===== config.mk =====
export PLATFORM = sky130hd
export DESIGN_NAME = nand_sequencer
export DESIGN_NICKNAME = d
export VERILOG_FILES = /design/src/rtl/nand_seq_pkg.sv /design/src/rtl/nand_gate.sv /design/src/rtl/nand_sequencer_nand_vec.sv /design/src/rtl/nand_sequencer.sv
export SDC_FILE = /design/constraint.sdc
export NUM_CORES = 1
export LEC_CHECK = 0
export ABC_AREA = 1
export BUFFER_PORTS_ARGS = -buffer_cell sky130_fd_sc_hd__buf_4
export CORE_ASPECT_RATIO = 1.4
export CORE_MARGIN = 10
export CORE_UTILIZATION = 65
export DETAILED_ROUTE_END_ITERATION = 10
export PLACE_DENSITY = 0.86
export SLEW_MARGIN = 0
export SYNTH_ARGS = -nofsm -noshare
export SYNTH_HDL_FRONTEND = slang
export SYNTH_SLANG_ARGS = --single-unit

===== constraint.sdc =====
create_clock -name clk -period 3 [get_ports clk]
set_input_delay 0.15 -clock clk [delete_from_list [all_inputs] [get_ports clk]]
set_output_delay 0.15 -clock clk [all_outputs]
set_load 0.02 [all_outputs]

===== src/rtl/nand_seq_pkg.sv =====
// Shared constants for the NAND-only sequencer: op codes, FSM encodings
// and the per-op step-count table.
package nand_seq_pkg;

  localparam logic [2:0] OP_NAND = 3'b000;
  localparam logic [2:0] OP_NOT  = 3'b001;
  localparam logic [2:0] OP_AND  = 3'b010;
  localparam logic [2:0] OP_OR   = 3'b011;
  localparam logic [2:0] OP_NOR  = 3'b100;
  localparam logic [2:0] OP_XOR  = 3'b101;
  localparam logic [2:0] OP_XNOR = 3'b110;
  localparam logic [2:0] OP_RSV  = 3'b111;

  localparam logic [1:0] ST_IDLE = 2'd0;
  localparam logic [1:0] ST_STEP = 2'd1;
  localparam logic [1:0] ST_DONE = 2'd2;

  function automatic logic [2:0] n_steps(input logic [2:0] op);
    logic [2:0] n;
    case (op)
      OP_AND:          n = 3'd2;
      OP_OR:           n = 3'd3;
      OP_NOR, OP_XOR:  n = 3'd4;
      OP_XNOR:         n = 3'd5;
      default:         n = 3'd1;
    endcase
    return n;
  endfunction

endpackage


===== src/rtl/nand_gate.sv =====
// Single-bit two-input NAND cell.
module nand_gate (
  input  logic a,
  input  logic b,
  output logic y
);

  assign y = ~(a & b);

endmodule


===== src/rtl/nand_sequencer_nand_vec.sv =====
// W-bit NAND unit built from W single-bit nand_gate cells.
module nand_vec #(
  parameter int W = 8
) (
  input  logic [W-1:0] a,
  input  logic [W-1:0] b,
  output logic [W-1:0] y
);

  for (genvar i = 0; i < W; i++) begin : g_bit
    nand_gate u_gate (
      .a (a[i]),
      .b (b[i]),
      .y (y[i])
    );
  end

endmodule


===== src/rtl/nand_sequencer.sv =====
// Multi-cycle logic unit: every function is evaluated as a sequence of
// NANDs through one shared W-bit NAND unit, one evaluation per clock.
module nand_sequencer
  import nand_seq_pkg::*;
#(
  parameter int W = 8
) (
  input  logic         clk,
  input  logic         rst,
  input  logic         in_valid,
  output logic         in_ready,
  input  logic [2:0]   op,
  input  logic [W-1:0] a,
  input  logic [W-1:0] b,
  output logic         out_valid,
  input  logic         out_ready,
  output logic [W-1:0] y
);

  logic [1:0]   state;
  logic [2:0]   step;
  logic [2:0]   op_r;
  logic [W-1:0] a_r, b_r;
  logic [W-1:0] t_r, u_r, v_r, y_r;
  logic [W-1:0] nx, ny, nand_out;
  logic         last, wr_t, wr_u, wr_v;

  nand_vec #(.W(W)) u_nand (
    .a (nx),
    .b (ny),
    .y (nand_out)
  );

  // Operand routing into the shared NAND for the current (op, step).
  always_comb begin
    nx = a_r;
    ny = b_r;
    case (op_r)
      OP_NOT: ny = a_r;
      OP_AND: if (step == 3'd1) begin nx = t_r; ny = t_r; end
      OP_OR, OP_NOR: begin
        case (step)
          3'd0:    begin nx = a_r; ny = a_r; end
          3'd1:    begin nx = b_r; ny = b_r; end
          3'd2:    begin nx = t_r; ny = u_r; end
          default: begin nx = t_r; ny = t_r; end
        endcase
      end
      OP_XOR, OP_XNOR: begin
        case (step)
          3'd0:    begin nx = a_r; ny = b_r; end
          3'd1:    begin nx = a_r; ny = t_r; end
          3'd2:    begin nx = b_r; ny = t_r; end
          3'd3:    begin nx = u_r; ny = v_r; end
          default: begin nx = t_r; ny = t_r; end
        endcase
      end
      default: ;
    endcase
  end

  // Intermediate results for the inverting tail of NOR/XNOR are parked in t.
  always_comb begin
    last = (step == (n_steps(op_r) - 3'd1));
    wr_t = (step == 3'd0) || (op_r == OP_NOR && step == 3'd2) ||
           (op_r == OP_XNOR && step == 3'd3);
    wr_u = (step == 3'd1) && (op_r == OP_OR || op_r == OP_NOR ||
                              op_r == OP_XOR || op_r == OP_XNOR);
    wr_v = (step == 3'd2) && (op_r == OP_XOR || op_r == OP_XNOR);
  end

  always_ff @(posedge clk) begin
    if (rst) begin
      state <= ST_IDLE;
      step  <= 3'd0;
      t_r   <= '0;
      u_r   <= '0;
      v_r   <= '0;
      y_r   <= '0;
    end else begin
      case (state)
        ST_IDLE: begin
          if (in_valid) begin
            op_r  <= op;
            a_r   <= a;
            b_r   <= b;
            step  <= 3'd0;
            state <= ST_STEP;
          end
        end
        ST_STEP: begin
          if (last) begin
            y_r   <= (op_r == OP_RSV) ? '0 : nand_out;
            state <= ST_DONE;
          end else begin
            if (wr_t) t_r <= nand_out;
            if (wr_u) u_r <= nand_out;
            if (wr_v) v_r <= nand_out;
            step <= step + 3'd1;
          end
        end
        ST_DONE: begin
          if (out_ready) state <= ST_IDLE;
        end
        default: state <= ST_IDLE;
      endcase
    end
  end

  assign in_ready  = (state == ST_IDLE);
  assign out_valid = (state == ST_DONE);
  assign y         = y_r;

endmodule


* Word-level counts from Yosys, hierarchy flattened
Index checks and enable logic that the tools add are counted.
** Word-level totals
- Bits of input ports :: 23
- Output and inout port bits :: 10
- Register bits :: 56
- Word-level logic and storage cells :: 87
** Cells by class
- Bitwise gates (word level) :: 18
- Reductions and logical operators :: 24
- Mux-type cells :: 17
- $add $sub $neg :: 2
- Equal/unequal tests :: 17
** Operators with widths (number)
- $pmux W8 S3 :: 3
- $pmux W8 S2 :: 2
- $pmux W8 S4 :: 1
- $mux W8 :: 3
- $reduce_and A3 Y1 :: 6
- $eq A3 B2 Y1 const B :: 4
- $eq A3 B3 Y1 const B :: 4
- $pmux W3 S4 :: 1
- $not A1 Y1 :: 10
- $and A1 B1 Y1 :: 8
- $reduce_or A2 Y1 :: 4
- $eq A3 B1 Y1 const B :: 2
- $logic_or A1 B1 Y1 :: 6
- $mux W2 :: 3
- $mux W3 :: 2
- $ne A2 B2 Y1 const B :: 3
- $pmux W2 S3 :: 1
- $pmux W3 S2 :: 1
- $logic_and A1 B1 Y1 :: 4
- $add A3 B1 Y3 const B :: 1
- $eq A3 B3 Y1 :: 1
- $logic_not A3 Y1 :: 1
- $sub A3 B1 Y3 const B :: 1
- $eq A2 B1 Y1 const B :: 1
- 5 further kinds :: 5

* Logic depth before layout (Yosys ltp)
- Word-level depth :: 7
- Depth in mapped cells :: 15
- Gate-level depth less buffers :: 13

* Modules after synthesis
Synthesis repeated with hierarchy kept, for this count alone.
** Second synthesis, totals
- Cell total of the unflattened synthesis :: 531
- Area total of the unflattened synthesis :: 3663.5 um^2
** Modules (own cells, without submodules)
- nand_sequencer :: cells each 523, times used 1, area an instance 3633.5 um^2, sequential area each 1311.3 um^2
- nand_gate :: cells each 1, times used 8, area an instance 3.8 um^2, sequential area each 0.0 um^2

* Worst setup path after synthesis
No wires, ideal clock.
- Path type :: register to register
- Start point :: register state[1]
- End point :: register a_r[0], enable pin
- Buffers on the path :: 0
- Stages on the path, launching flop included :: 4
- Arrival :: 1712 ps
- Library setup time :: 395 ps
- Setup slack :: 894 ps
- Cell sequence :: dfxtp_1 > nor2_1 > nand2_1 > nor2_1
** On the way
- Word-level cells in the longest chain between the ends :: 2
** RTL lines
- from (decl) :: RTL line nand_sequencer.sv:20 : logic [1:0] state;
- from (signal assigned) :: RTL line nand_sequencer.sv:74 : state <= ST_IDLE;
- from (signal assigned) :: RTL line nand_sequencer.sv:88 : state <= ST_STEP;
- from (signal assigned) :: RTL line nand_sequencer.sv:94 : state <= ST_DONE;
- $logic_not A2 Y1
- via in_ready :: RTL line nand_sequencer.sv:11 : output logic in_ready,
- $reduce_and A3 Y1 (no source line)
- to (signal assigned) :: RTL line nand_sequencer.sv:85 : a_r <= a;
- to (decl) :: RTL line nand_sequencer.sv:23 : logic [W-1:0] a_r, b_r;
The timed path passes the listed nets, and every way through them passes these cells.
A chain may end at the register's enable or synchronous reset.

* Worst setup path after layout
- Start point :: register step[0]
- End point :: register t_r[2]
** On the way
- Word-level cells in the longest chain between the ends :: 6
- Elaborated cells between the ends (all ways) :: 22
- Classes of those cells :: 4 x eq/ne; 8 x mux; 3 x bitwise; 7 x reduce/logical
** RTL lines
- from (decl) :: RTL line nand_sequencer.sv:21 : logic [2:0] step;
- from (signal assigned) :: RTL line nand_sequencer.sv:99 : step <= step + 3'd1;
- $eq A3 B1 Y1 or $logic_not A3 Y1 (tied branches)
- $reduce_or A2 Y1 (no source line)
- $pmux W8 S3 :: RTL line nand_sequencer.sv:50 : case (step)
- $pmux W8 S3 :: RTL line nand_sequencer.sv:38 : case (op_r)
- $and A1 B1 Y1 :: RTL line nand_gate.sv:8 : assign y = ~(a & b);
- $not A1 Y1 :: RTL line nand_gate.sv:8
- to (signal assigned) :: RTL line nand_sequencer.sv:96 : if (wr_t) t_r <= nand_out;
- to (decl) :: RTL line nand_sequencer.sv:24 : logic [W-1:0] t_r, u_r, v_r, y_r;
Parallel ways exist; a longest one is shown, timed or not.

==> reports/qor.yml <==
yosys:
  post_synth_instance_area_mm2: 0.00406
  ys_seq_elements: 56
  yosysMostFrequentCell: "nand2_1"
  dominantRegCellSynth: "dfxtp_1"
  ys_warn_count: 0
  yosys.cell_types.count: 33
  yosysSeqAreaShare: 0.323
  synth_commonest_cells: "nand2_1 (197), nand3_1 (98), inv_1 (78)"
  largest_cells_by_area_after_synthesis: "dfxtp_1 (18%), nand2_1 (18%), edfxtp_1 (14%)"
  yosys.area.top_type_share: 0.182
  synth-edff-count: 19
  synthesis.nets: 664
  synth_area_per_cell_um2: 6.39
  post_synth_inst_count: 636
  synth_top_cell_by_area: "dfxtp_1"
  synth-async-reset-ratio: 0
critical_path:
  timing.critical_path.fanout_max: 11
  path_class: "reg2reg"
  slowest_stage: "dfxtp_1"
  rr_endpoint: "t_r[2]"
  worstReg2RegStart: "step[0]"
  critPathCaptureType: "flip-flop"
  logic_depth_of_the_worst_register_to_register_path: 10
  critical_path.n_buffers_inverters: 1
  cp_cell_sequence: "inv_1 -> ha_1 -> o21ai_2 -> nand2_2 -> nand3_1 -> nand2_1 -> nand3_1 -> nand3_1 -> nor2_1 -> nor2_1"
  slowest_delay_ns: 0.53
  critical_path_arrival_ns: 2.83
  cp.required_ns: 3.23
  critical_path.top_delay_family: "simple AND/OR/NAND/NOR gates"
  start_kind: "flip-flop"
  critPathMostFrequentCell: "nand3_1"
  r2r_slack_ns: 0.40
grt:
  gr-usage-all-layers: 0.251
  grt_pass1_vias: 4142
  grt_pass1_wl_um: 20000
  grt_max_degree: 31
  globalRoute.totalOverflow: 0
  antenna_found_initial: 0
min_path:
  hold_path_startpoint: "a[1]"
  min_path_type: "in2reg"
  hold_path_depth: 1
  whs_endpoint: "a_r[1]"
drt:
  remaining_drc_errors: 0
  antenna_left: 0
  drt_first_pass_iters: 7
  viasPerCell: 5.90
  wl_per_cell_um: 16.6
  dr_total_vias: 4387
  drt_iter0_drc: 656
  finalWirelength_um: 12400
timing:
  drv_slew: 0
  timing.clock.skew_ns: 0.0108
  max_freq_mhz: 385
  rsz0062_at_grt: "false"
  finalHoldViolations: 2
  sum_of_negative_setup_slack_ns: 0
  actual_transition_at_the_worst_max_transition_pin_ns: 0.735
  final.min_clock_period_ns: 2.60
  finalHoldWorstSlack_ns: -0.00453
  share_of_the_cycle_needed_by_the_critical_path_after_routing: 0.865
  maxSlewHeadroom: 0.510
  setup-violations-final: 0
power_and_ir_drop:
  total_leakage_power_nw: 2.19
  powerDensity_mw_per_mm2: 410
  irDropWorstVdd_mv: 0.268
die:
  die_area_mm2: 0.00985
  total_core_area_mm2: 0.00613
  die_width_um: 86.8
  floorplan.rows: 34
  boundary_pin_count: 33
  start_util: 0.663
  dieHeight_um: 114
clocking:
  cts_inserted_buffers: 5
  postCtsSetupRepairBufs: 0
  clk_path_buf_depth: 2
  h-tree-depth: 2
  clock-root-buffer: "clkbuf_8"
  cts.clk_slew.worst_paths_ns: 0.12
  cts_tree: "done"
  clock_sinks: 56
  clk-insertion-delay-late_ns: 0.33
status:
  outcome: "complete, but fails checks"
  violations: "hold timing"
placement:
  io_buf_count: 32
  hpwl_um: 9250
  routabilityCongestion: 1.00
finish:
  layout-drive-gt1-share: 0.122
  final_net_count: 699
  syn2layout_area_growth_pct: 11.2
  final_core_utilization: 0.737
  insertedDiodeCount: 0
job:
  drv_cap: 0
[report_power, final]
part           switching (mW)  total (mW)  internal [mW]
Combinational           0.350       0.532          0.181
Sequential             0.0367       0.862          0.825
Clock                   0.285       0.456          0.171
Total                   0.671        1.85           1.18
[state kept, by name, summed over array words and instances, names as in the netlist]
register,flops
a_r,8
b_r,8
op_r,3
state,2
step,3
t_r,8
u_r,8
v_r,8
y,8
[kinds of logic (layout without fill, tap and decap cells)]
family,count (synthesis),count (layout),synth area share
AOI/OAI and AO/OA,56,56,0.0783
DFF,56,56,0.323
buffers and inverters,107,143,0.117
adders and majority gates,5,5,0.0154
and+or+nand+nor,411,411,0.460
xor gates and xnor gates,1,1,0.00678
[timing repair]
action | 4_1_cts | 5_1_grt
hold endpoints to repair | 4 | 9
gates resized for setup | 0 | 0
hold buffers | 4 | 9
[layout by cell type (no fill, tap or decap), types with 3 or more instances in the layout]
cell type	instances
nand2_1	197
nand3_1	98
inv_1	78
nor2_1	77
buf_4	40
dfxtp_1	37
a21oi_1	29
edfxtp_1	19
o21ai_0	16
dlygate4sd3_1	13
nand2_2	8
nand4_1	8
ha_1	5
clkbuf_8	5
nor2_4	4
nand3b_1	4
a21oi_2	3
nand3_4	3
nand2_4	3
nor2_2	3
a22oi_1	3
[how the worst max path moves through the flow]
stage | slack (ns) | end | cells after the start | startpoint
final | 0.40 | t_r[2] | 10 | step[0]
after global routing | 0.27 | t_r[2] | 10 | step[0]
after CTS | 0.48 | u_r[2] | 10 | step[0]
after detailed placement | 0.49 | u_r[2] | 10 | step[0]
after global placement | 0.49 | v_r[2] | 10 | step[0]
after floorplan | 0.89 | a_r[0] | 3 | state[1]
[final cells by class]
type | instances | area (um2)
inverter | 82 | 313
clock buffer | 5 | 68.8
multi-input combinational | 473 | 2280
sequential | 56 | 1310
timing repair buffer | 53 | 430
fill | 531 | 1610
clock inverter | 3 | 25.0
tap | 72 | 90.1
[layer usage]
metal | wire [um] | vias to the layer above | global-route usage
met5 | 0 | - | 0
li1 | - | 2089 | -
met4 | 892 | 0 | 0.173
met2 | 6320 | 243 | 0.432
met3 | 888 | 64 | 0.0328
met1 | 4280 | 1991 | 0.274
[through the flow]
stage / setup slack (ns) / total power, mW / instance area (um2) / cells
global route: 0.272 / 1.94 / 4510 / 744
finish: 0.404 / 1.85 / 4510 / 744
CTS: 0.480 / 1.82 / 4420 / 735
detailed placement: 0.489 / 1.39 / 4290 / 723
global placement: 0.486 / 1.37 / 4290 / 723
floorplan: 0.894 / 1.24 / 4060 / 636
No activity file was read; power rests on OpenSTA's default activity.
